## src/rtl/spart_tx_if.sv

```systemverilog
// spart_tx_if: bus between the SPART bus interface / baud generator and the transmitter.
//   baud_tick : one-clk enable pulse at OVERSAMPLE x baud rate
//   tx_wr_en  : write strobe, loads tx_data into the holding buffer when tbr=1
//   tx_data   : byte to transmit
//   tbr       : transmit buffer ready (holding buffer empty)
//   tx_busy   : frame in progress
//   txd       : serial line, idles high
interface spart_tx_if #(
    parameter int unsigned DATA_BITS = 8
);
    logic                 baud_tick;
    logic                 tx_wr_en;
    logic [DATA_BITS-1:0] tx_data;
    logic                 tbr;
    logic                 tx_busy;
    logic                 txd;

    // Driver side: bus interface and baud generator
    modport master (
        output baud_tick,
        output tx_wr_en,
        output tx_data,
        input  tbr,
        input  tx_busy,
        input  txd
    );

    // Transmitter side
    modport slave (
        input  baud_tick,
        input  tx_wr_en,
        input  tx_data,
        output tbr,
        output tx_busy,
        output txd
    );
endinterface

```

## src/rtl/spart_tx.sv

```systemverilog
// spart_tx: 8N1 asynchronous serial transmitter with a one-byte holding buffer.
//   clk : system clock
//   rst : asynchronous, active-high reset; aborts any frame and drops queued bytes
//   bus : spart_tx_if.slave (baud_tick, tx_wr_en, tx_data in; tbr, tx_busy, txd out)
// Each bit lasts OVERSAMPLE baud_ticks; data goes out LSB first.
module spart_tx #(
    parameter int unsigned OVERSAMPLE = 16,
    parameter int unsigned DATA_BITS  = 8
) (
    input  logic        clk,
    input  logic        rst,
    spart_tx_if.slave   bus
);

    localparam int unsigned TICK_W = (OVERSAMPLE > 1) ? $clog2(OVERSAMPLE) : 1;
    localparam int unsigned BIT_W  = (DATA_BITS  > 1) ? $clog2(DATA_BITS)  : 1;
    localparam logic [TICK_W-1:0] TICK_LAST = TICK_W'(OVERSAMPLE - 1);
    localparam logic [BIT_W-1:0]  BIT_LAST  = BIT_W'(DATA_BITS - 1);

    typedef enum logic [1:0] {
        S_IDLE  = 2'd0,
        S_START = 2'd1,
        S_DATA  = 2'd2,
        S_STOP  = 2'd3
    } state_t;

    state_t               r_state;
    logic [DATA_BITS-1:0] r_hold;
    logic [DATA_BITS-1:0] r_shift;
    logic [TICK_W-1:0]    r_tick_cnt;
    logic [BIT_W-1:0]     r_bit_cnt;
    logic                 r_tbr;
    logic                 r_busy;
    logic                 r_txd;

    logic                 w_bit_end;
    logic                 w_hold_full;
    logic                 w_load;
    logic                 w_accept;
    logic [DATA_BITS-1:0] w_shift_next;

    // Current bit has received its last baud_tick on this edge
    assign w_bit_end    = bus.baud_tick && (r_tick_cnt == TICK_LAST);
    assign w_hold_full  = ~r_tbr;
    // Hold-to-shifter transfer: from IDLE at once, or straight out of a finished stop bit
    assign w_load       = w_hold_full &&
                          ((r_state == S_IDLE) || ((r_state == S_STOP) && w_bit_end));
    // w_load implies hold is full, so a write can never collide with a transfer
    assign w_accept     = bus.tx_wr_en && r_tbr;
    assign w_shift_next = r_shift >> 1;

    // Transmit state machine, holding buffer and bit timing
    always_ff @(posedge clk or posedge rst) begin
        if (rst) begin
            r_state    <= S_IDLE;
            r_hold     <= '0;
            r_shift    <= '0;
            r_tick_cnt <= '0;
            r_bit_cnt  <= '0;
            r_tbr      <= 1'b1;
            r_busy     <= 1'b0;
            r_txd      <= 1'b1;
        end else begin
            // Holding buffer
            if (w_load) begin
                r_tbr <= 1'b1;
            end else if (w_accept) begin
                r_hold <= bus.tx_data;
                r_tbr  <= 1'b0;
            end

            // Oversample counter; parked at zero while idle
            if (w_load) begin
                r_tick_cnt <= '0;
            end else if ((r_state != S_IDLE) && bus.baud_tick) begin
                r_tick_cnt <= w_bit_end ? '0 : r_tick_cnt + TICK_W'(1);
            end

            case (r_state)
                S_IDLE: begin
                    if (w_load) begin
                        r_state   <= S_START;
                        r_shift   <= r_hold;
                        r_bit_cnt <= '0;
                        r_txd     <= 1'b0;
                        r_busy    <= 1'b1;
                    end
                end

                S_START: begin
                    if (w_bit_end) begin
                        r_state   <= S_DATA;
                        r_bit_cnt <= '0;
                        r_txd     <= r_shift[0];
                    end
                end

                S_DATA: begin
                    if (w_bit_end) begin
                        r_shift <= w_shift_next;
                        if (r_bit_cnt == BIT_LAST) begin
                            r_state <= S_STOP;
                            r_txd   <= 1'b1;
                        end else begin
                            r_bit_cnt <= r_bit_cnt + BIT_W'(1);
                            r_txd     <= w_shift_next[0];
                        end
                    end
                end

                S_STOP: begin
                    if (w_bit_end) begin
                        if (w_load) begin
                            // Back-to-back frame: no idle gap on the line
                            r_state   <= S_START;
                            r_shift   <= r_hold;
                            r_bit_cnt <= '0;
                            r_txd     <= 1'b0;
                        end else begin
                            r_state <= S_IDLE;
                            r_busy  <= 1'b0;
                        end
                    end
                end

                default: begin
                    r_state <= S_IDLE;
                    r_busy  <= 1'b0;
                    r_txd   <= 1'b1;
                end
            endcase
        end
    end

    assign bus.tbr     = r_tbr;
    assign bus.tx_busy = r_busy;
    assign bus.txd     = r_txd;

endmodule

```

## src/flat_wrapper.sv

```systemverilog
// flat-port wrapper written by rule: the top's interface ports become plain ports
module spart_tx_flat 
#(
    parameter int unsigned OVERSAMPLE = 16,
    parameter int unsigned DATA_BITS  = 8
)
  (clk, rst, bus_baud_tick, bus_tx_wr_en, bus_tx_data, bus_tbr, bus_tx_busy, bus_txd);
  spart_tx_if #(.DATA_BITS(DATA_BITS)) bus_i ();
  input  logic clk;
  input  logic rst;
  input wire logic [$bits(bus_i.baud_tick)-1:0] bus_baud_tick;
  input wire logic [$bits(bus_i.tx_wr_en)-1:0] bus_tx_wr_en;
  input wire logic [$bits(bus_i.tx_data)-1:0] bus_tx_data;
  output wire logic [$bits(bus_i.tbr)-1:0] bus_tbr;
  output wire logic [$bits(bus_i.tx_busy)-1:0] bus_tx_busy;
  output wire logic [$bits(bus_i.txd)-1:0] bus_txd;
  assign bus_i.baud_tick = bus_baud_tick;
  assign bus_i.tx_wr_en = bus_tx_wr_en;
  assign bus_i.tx_data = bus_tx_data;
  assign bus_tbr = bus_i.tbr;
  assign bus_tx_busy = bus_i.tx_busy;
  assign bus_txd = bus_i.txd;
  spart_tx #(.OVERSAMPLE(OVERSAMPLE), .DATA_BITS(DATA_BITS)) u_core (.clk(clk), .rst(rst), .bus(bus_i));
endmodule
```

## config.mk

```make
export PLATFORM = sky130hd
export DESIGN_NAME = spart_tx_flat
export DESIGN_NICKNAME = d
export VERILOG_FILES = /design/src/rtl/spart_tx_if.sv /design/src/rtl/spart_tx.sv /design/src/flat_wrapper.sv
export SDC_FILE = /design/constraint.sdc
export NUM_CORES = 1
export LEC_CHECK = 0
export CAP_MARGIN = 15
export CORE_UTILIZATION = 59
export DETAILED_ROUTE_END_ITERATION = 7
export HOLD_SLACK_MARGIN = 0.06
export PLACE_DENSITY_LB_ADDON = 0.1
export SYNTH_ARGS = -nofsm -noshare
export SYNTH_HDL_FRONTEND = slang
export SYNTH_SLANG_ARGS = --single-unit
```

## constraint.sdc

```tcl
create_clock -name clk -period 3.67 [get_ports clk]
set_input_delay 0.367 -clock clk [delete_from_list [all_inputs] [get_ports clk]]
set_output_delay 0.367 -clock clk [all_outputs]
set_load 0.005 [all_outputs]
```

== Word-level counts from Yosys, hierarchy flattened ==
Cells that the tools add are included.
Storage, ports and cells
  ROM bits: 0
  logic and storage cells: 74
  output and inout bits: 3
  bits in latches: 0
  flip-flop bits (word level): 28
  RAM bits: 0
  memories kept: 0
Cells by class
  multiplexer cells: 32
  equal/unequal tests: 12
  reductions and logical operators: 18
  bitwise operators: 2
  divide/modulo/power cells: 0
  $mul: 0
  shifts and indexed selects: 0
  order comparisons: 0
  $add $sub $neg: 2
Operators by type and width (number)
  $mux 8: 3
  $pmux 8 s3: 1
  $mux 3: 5
  $mux 4: 3
  $pmux 3 s4: 1
  $mux 1: 11
  $mux 2: 5
  $ne 2x1->1 const B: 5
  $pmux 2 s4: 1
  $reduce_and 4->1: 2
  $reduce_bool 2->1: 4
  $reduce_and 3->1: 2
  $logic_and 1x1->1: 5
  $reduce_and 5->1: 1
  $add 4x1->4 const B: 1
  $eq 2x2->1 const B: 2
  $eq 4x4->1 const B: 1
  $ne 2x2->1 const B: 2
  $pmux 1 s4: 1
  $add 3x1->3 const B: 1
  $eq 3x3->1 const B: 1
  $reduce_bool 3->1: 1
  $eq 2x1->1 const B: 1
  $logic_not 2->1: 1
  other kinds (4): 5

== Depth between registers and ports, before layout ==
Gate-level depths: netlist of the first run.
  depth after elaboration: 8
  mapped depth: 7

== Worst setup path before layout of the first run ==
OpenSTA, ideal clock, no wires.
  path kind: reg-to-reg
  start point: register u_core.r_state[0]
  end point: register u_core.r_shift[0]
  stages on the path, launching flop included: 6
  clock period less this slack: 2.053 ns
  library setup time: 0.125 ns
  path slack: 1.617 ns
  required time: 3.545 ns
  data arrival time: 1.928 ns
  cells stage by stage: dfrtp_1 -> inv_1 -> ha_1 -> or4b_4 -> a31oi_4 -> mux2_2
On the way
  longest elaborated chain between the ends: 7
  elaborated cells between the ends (all ways): 13
Ends and longest elaborated chain
  start, declared: RTL line spart_tx.sv:27  | state_t r_state;
  start signal, assigned: RTL line spart_tx.sv:55  | r_state <= S_IDLE;
  start signal, assigned: RTL line spart_tx.sv:82  | r_state <= S_START;
  start signal, assigned: RTL line spart_tx.sv:92  | r_state <= S_DATA;
  $eq 2x2->1: RTL line spart_tx.sv:47, spart_tx.sv:79
  $logic_and 1x1->1: RTL line spart_tx.sv:47  | ((r_state == S_IDLE) || ((r_state == S_STOP) && w_bit_end));
  $logic_or 1x1->1: RTL line spart_tx.sv:47
  $logic_and 1x1->1: RTL line spart_tx.sv:46  | assign w_load = w_hold_full &&
  $mux 8 (2 in a row)
  $pmux 8 s3: RTL line spart_tx.sv:79  | case (r_state)
  end signal, assigned: RTL line spart_tx.sv:83  | r_shift <= r_hold;
  end signal, assigned: RTL line spart_tx.sv:100  | r_shift <= w_shift_next;
  end signal, assigned: RTL line spart_tx.sv:116  | r_shift <= r_hold;
  end, declared: RTL line spart_tx.sv:29  | logic [DATA_BITS-1:0] r_shift;
Several ways; a longest one is shown, not always the timed one. The select of a mux whose other input is x is not followed.
A chain may end at the register's enable or synchronous reset.

== Worst setup path in the final report of the first run ==
Ends and elaborated chain as after synthesis.

==> summary.txt, run 1 <==
RSZ-0062 raised after global routing: false
Final Hold Viols: 0
Net Sw Frac: 0.347
cell taking the most area after synthesis: dfrtp_1
R2R Setup Slk: 1.21 ns
reg2reg start: u_core.r_state[0]
clock share of power: 0.147
Post-synth ARST share: 1.00
clk_lat worst skew: 0.33 ns
Root Driver: clkbuf_4
crit path max fanout: 15
Slew Viols, Final: 0
largest net degree at the start of global routing: 29
crit share post-route: 0.671
top-count cell post-synth: dfrtp_1
number of setup buffers added after CTS: 0
Ys Warns: 0
CTS clk-pin slew, worst paths: 0.16 ns
register area share after synthesis: 0.482
Pwr per Cell Area: 822 mW/mm²
Post-synth EDFFs: 0
fraction of layout instances using a drive strength above 1: 0.252
TritonCTS Buffers: 3
clock sink total: 28
setup violators final: 0
WL final: 2.65 mm
minimum clock period: 2.46 ns
vias post-DR: 944
hold_buf cts: 0
DP HPWL: 1.85 mm
antenna violations before repair: 0
die height: 51.7 µm
area fraction of the dominant cell type after synthesis: 0.446
Initial Util: 0.640
Die ar.: 0.00267 mm²
area of the multi-input gates: 701 µm²
I/O pins: 15
internal power: 0.000899 W
post-synth cell types: 30
Die W: 51.7 µm
status: finished, final reports clean
slew margin rel.: 0.570
Initial DRT Pass Iterations: 4
ANT nets after route: 0
vias in the first global route: 972
worst vdd ir: 0.532 mV
Max Freq: 406 MHz
gr ovfl total: 0
# diodes: 0
Req. time, crit path: 3.89 ns
vias per std cell: 5.65
Post-route DRC: 0
initial DRC count: 27
Comb pwr share: 0.457
CTS tree: yes
Reg-to-Reg End: u_core.r_shift[0]
worst path arrival time: 2.68 ns
R2R cell count: 5
Worst Max-Slew Pin Slew: 0.645 ns
Synth Register Bits: 28
worst-case clock skew: 0.0126 ns
synth top area cells: dfrtp_1, mux2_2, ha_1
CP startpoint: u_core.r_state[0]
pre-CTS setup slack: 1.22 ns
Longest Clk Path Bufs: 2
most used flip-flop cell after synthesis: dfrtp_1
final hold slack: 0.383 ns
Commonest cells post-synth: dfrtp_1, mux2_2, nand2_1
NumNets Final: 160
Pleak: 0.726 nW
FILL cells: 171
GRT Total Usage: 0.228
Finished Core Util: 0.737
Sequential Area: 703 µm²
worst setup path end: u_core.r_shift[0]
Rows: 17
first-pass GRT wire length: 4.42 mm
Synth Area per Inst: 11.8 µm²
final worst slack: 1.21 ns
MaxCap Viol Count: 0
Syn Nets: 144
CORE AREA: 0.00228 mm²
Avg WL per Cell: 15.9 µm
Post-Syn Instances: 124
setup TNS: 0 ns
CP Launch Type: flip-flop
post-cts sizing count: 0
IO Port Bufs: 14
Crit Path Class: flip-flop to flip-flop
sequential share of power: 0.397
area delta synth->final: 15.0%
P_sw: 0.000478 W
CP endpoint kind: flip-flop
Post-Syn Area: 0.00146 mm²
H-tree levels: 1
RD Place Congestion: 0.761
hold crit path type: primary input to asynchronous set/reset pin
-- worst max-delay path, stage by stage (launching register included) --
cell	delay, ns
dfrtp_1	0.45
inv_1	0.11
ha_1	0.44
or4b_4	0.64
a31oi_4	0.35
mux2_2	0.38
-- final cells by class --
class	instances	share of cell area
Clock buffer	3	0.0134
Clock inverter	1	0.0179
Timing Repair Buffer	15	0.0925
Inverter	8	0.0179
Sequential cell	28	0.419
Tap cell	28	0.0209
Multi-Input combinational cell	84	0.418
-- per-layer routing --
layer,global-route usage,part of all wire,wire length (µm)
met1,0.290,0.48,1270
met2,0.405,0.50,1320
met3,0.0263,0.018,49
met4,0.0676,0.0053,14
met5,0,0,0
-- state kept, by name (all words and copies together) (netlist names) --
register and flops:
u_core.bus.txd 1, u_core.r_hold 8, u_core.r_shift 8, u_core.r_bit_cnt 3
u_core.bus.tbr 1, u_core.r_tick_cnt 4, u_core.bus.tx_busy 1, u_core.r_state 2
-- stage by stage --
step | total power [W] | std cells | cell area, µm²
5_1_grt | 0.00147 | 167 | 1680
2_1_floorplan | 0.00103 | 124 | 1460
3_5_place_dp | 0.00117 | 162 | 1610
3_3_place_gp | 0.00114 | 162 | 1610
6_report | 0.00138 | 167 | 1680
4_1_cts | 0.00138 | 166 | 1660
-- power by group through the flow --
| stage | clock network [W] | registers (W) | logic (W) |
|---|---|---|---|
| 2_1_floorplan | 0 | 0.000517 | 0.000516 |
| 3_3_place_gp | 0 | 0.000547 | 0.000588 |
| 3_5_place_dp | 0 | 0.000553 | 0.000621 |
| 4_1_cts | 0.000206 | 0.000546 | 0.000631 |
| 5_1_grt | 0.000217 | 0.000562 | 0.000690 |
| 6_report | 0.000202 | 0.000547 | 0.000629 |
-- kinds of logic (layout without fill, tap and decap cells) --
family          count (synthesis)  count (layout)  synth area share
mux                            29              29             0.221
fa+ha+maj                       8               8            0.0687
simple gates                   28              28            0.0961
compound gates                 18              18            0.0893
flops                          28              28             0.482
buf+inv                        12              27            0.0369
xor+xnor                        1               1           0.00601
-- cell usage in the layout, fill, tap and decap left out, drive strengths merged --
master,Yosys,layout
or4b,1,1
nand2,9,9
mux2i,4,4
nand4,1,1
nor2b,2,2
dfstp,2,2
ha,8,8
o21ai,6,6
a22oi,1,1
a21oi,4,4
bufinv,0,1
or3,1,1
dfrtp,26,26
inv,8,8
xnor2,1,1
a21boi,1,1
buf,2,1
o31ai,2,2
nand3,1,1
clkdlybuf4s50,0,14
a31oi,1,1
nor2,8,8
nand2b,1,1
nand3b,1,1
o221ai,1,1
o22ai,1,1
a41oi,1,1
clkbuf,2,3
and4,1,1
mux2,25,25
nor3,2,2
-- how the worst min path moves through the flow --
stage | slack (ns) | depth (start not counted) | start | to
global placement | 0.48 | 2 | u_core.bus.txd | u_core.bus.txd
detailed placement | 0.49 | 1 | u_core.r_shift[3] | u_core.r_shift[3]
CTS | 0.51 | 2 | u_core.bus.txd | u_core.bus.txd
floorplan | 0.43 | 1 | rst | u_core.bus.tx_busy
finish | 0.38 | 2 | rst | u_core.r_hold[6]
global route | 0.42 | 2 | rst | u_core.r_hold[6]
No activity file was read; power rests on OpenSTA's default activity.
==> run 2, diff against run 1 <==
CORE_UTILIZATION = 50   (was 59)
clock period = 2.2 ns   (was 3.67 ns; I/O delays follow)
==> run 2 against run 1 <==
  * Non-clock buffer count rose by 7
  * Largest cell class is now multi-input gates
  * Critical endpoint is now u_core.r_shift[6]
  * First-iteration DRC count fell by 19%
  * Critical path depth did not move
  * Core utilization fell by 12 points
  * Combinational power rose by 73%
==> summary.txt, run 2 (synthesis gave the netlist of run 1 again) <==
Rows: 19 (+2)
CTS tree: yes
ANT nets after route: 0 (unchanged)
status: finished, final reports clean
worst vdd ir: 0.856 mV (+61%)
area of the multi-input gates: 706 µm² (+0.71%)
slew margin rel.: 0.744 (+0.174)
Slew Viols, Final: 0 (unchanged)
worst path arrival time: 2.30 ns (-0.38 ns)
critical path's largest stage delay: 0.49 ns (-0.15 ns)
initial DRC count: 22 (-19%)
placed cell area: 0.00167 mm² (+3.5%)
Pleak: 0.753 nW (+3.8%)
FILL cells: 234 (+37%)
gr ovfl total: 0 (unchanged)
CP max stage cell: or4b_4
vias post-DR: 972 (+3.0%)
hold_buf cts: 0 (unchanged)
most frequent cells in the layout: dfrtp_1, mux2_2, clkdlybuf4s50_1
total chip power: 0.00225 W (+63%)
Sequential Area: 703 µm² (unchanged)
WL final: 2.32 mm (-13%)
NumNets Final: 167 (+4.4%)
worst-case clock skew: 0.00321 ns (-0.00943 ns)
clock sink total: 28 (unchanged)
fin area: 0.00171 mm² (+2.2%)
R2R Setup Slk: 0.12 ns (-1.09 ns)
MaxCap Viol Count: 0 (unchanged)
CORE AREA: 0.00276 mm² (+21%)
Die ar.: 0.00314 mm² (+17%)
die height: 56.0 µm (+8.3%)
setup TNS: 0 ns (unchanged)
CP Launch Type: flip-flop
RSZ-0062 raised after global routing: false
Initial Util: 0.529 (-0.112)
setup violators final: 0 (unchanged)
Final Hold Viols: 0 (unchanged)
CTS clk-pin slew, worst paths: 0.15 ns (about the same)
I/O pins: 15 (unchanged)
area delta synth->final: 17.6%
first-pass GRT wire length: 4.00 mm (-9.5%)
sequential share of power: 0.403 (+0.006)
internal power: 0.00147 W (+64%)
Net Sw Frac: 0.344 (-0.00348)
Root Driver: clkbuf_4
Initial DRT Pass Iterations: 4 (unchanged)
TritonCTS Buffers: 3 (unchanged)
P_sw: 0.000772 W (+61%)
final hold slack: 0.249 ns (-0.134 ns)
antenna violations before repair: 0 (unchanged)
GRT Total Usage: 0.159 (-0.0688)
Avg WL per Cell: 13.1 µm (-18%)
Pwr per Cell Area: 1310 mW/mm² (+59%)
pre-CTS setup slack: 0.0696 ns (-1.15 ns)
CP endpoint kind: flip-flop
Die W: 56.0 µm (+8.3%)
# diodes: 0 (unchanged)
Crit Path Class: flip-flop to flip-flop
Comb pwr share: 0.487 (+0.030)
crit path max fanout: 8 (-7)
clock share of power: 0.110 (-0.037)
hold crit path type: primary input to asynchronous set/reset pin
Max Freq: 481 MHz (+18%)
Longest Clk Path Bufs: 2 (unchanged)
crit path cell chain: buf_4 > ha_1 > or4b_4 > a31oi_4 > mux2_2
minimum clock period: 2.08 ns (-0.384 ns)
vias per std cell: 5.49 (-2.9%)
clk_lat worst skew: 0.31 ns (-0.02 ns)
vias in the first global route: 927 (-4.6%)
Req. time, crit path: 2.42 ns (-1.47 ns)
crit share post-route: 0.945 (+0.274)
H-tree levels: 1 (unchanged)
DP HPWL: 1.75 mm (-5.7%)
Worst Max-Slew Pin Slew: 0.385 ns (-0.261 ns)
fraction of layout instances using a drive strength above 1: 0.295 (+0.0427)
final worst slack: 0.121 ns (-1.09 ns)
RD Place Congestion: 0.723 (-4.9%)
biggest regs: u_core.r_hold: 8 flops, u_core.r_shift: 8 flops, u_core.r_tick_cnt: 4 flops
IO Port Bufs: 14 (unchanged)
largest net degree at the start of global routing: 29 (unchanged)
Post-route DRC: 0 (unchanged)
most common cell after layout, fill and taps aside: dfrtp_1
## run 2: cell types whose count changed in the layout (fill, tap and decap cells not counted)
cell       previous run  this run
buf_4                 0         8
bufinv_16             1         0
nor3_2                0         1
nor3_1                2         1
clkbuf_8              0         1
buf_8                 1         0
## run 2: repair_timing
item                                   4_1_cts  5_1_grt
endpoints found under the hold margin        0        0
setup endpoints to repair                    0       10
gates resized for setup                      0        1
setup buffers                                0        1
## run 2: per-layer routing
| layer | wire length (µm) | share of wire | GRT usage |
|---|---|---|---|
| met1 | 1150 | 0.49 | 0.217 |
| met2 | 1060 | 0.46 | 0.264 |
| met3 | 59 | 0.025 | 0.0279 |
| met4 | 51 | 0.022 | 0.0418 |
| met5 | 0 | 0 | 0 |
## run 2: worst max-delay path, delay by kind of cell, from the launching register on
family / cells / cell delay, ns
compound gates: 1 / 0.33
mux: 1 / 0.38
flops: 1 / 0.43
simple gates: 1 / 0.49
buf+inv: 1 / 0.15
fa+ha+maj: 1 / 0.20
## run 2: path summary, 6_finish.rpt
check                             startpoint                 to  depth (start not counted)
max                        u_core.r_state[0]  u_core.r_shift[6]                          5
min                                      rst   u_core.r_hold[2]                          3
max reg2reg                u_core.r_state[0]  u_core.r_shift[6]                          5
min reg2reg                   u_core.bus.txd     u_core.bus.txd                          2
max in group asynchronous                rst     u_core.bus.tbr                          3
min in group clk                bus_tx_wr_en     u_core.bus.tbr                          2
## run 2: layout make-up
cell class / count / share of cell area
clock buffer: 4 / 0.0212
inverter: 8 / 0.0175
multi-input combinational: 84 / 0.412
sequential: 28 / 0.410
tap: 31 / 0.0226
timing repair buffer: 22 / 0.117
## run 2: power groups by stage
stage	logic [W]	clock network, W	registers, W
2_1_floorplan	0.000861	0	0.000862
3_3_place_gp	0.00105	0	0.000909
3_5_place_dp	0.00107	0	0.000923
4_1_cts	0.00108	0.000253	0.000909
5_1_grt	0.00121	0.000270	0.000939
6_report	0.00109	0.000247	0.000905
## run 2: metrics by stage
stage           util  std cells
5_1_grt        0.622        177
4_1_cts        0.617        176
2_1_floorplan      -        124
6_report       0.622        177
3_3_place_gp   0.604        172
3_5_place_dp   0.604        172
==> run 3, diff against run 2 <==
SKIP_CTS_REPAIR_TIMING = 1   (was not set)
==> results of run 3 <==
Same layout as run 2: the final DEF is identical, and so are final timing and power.
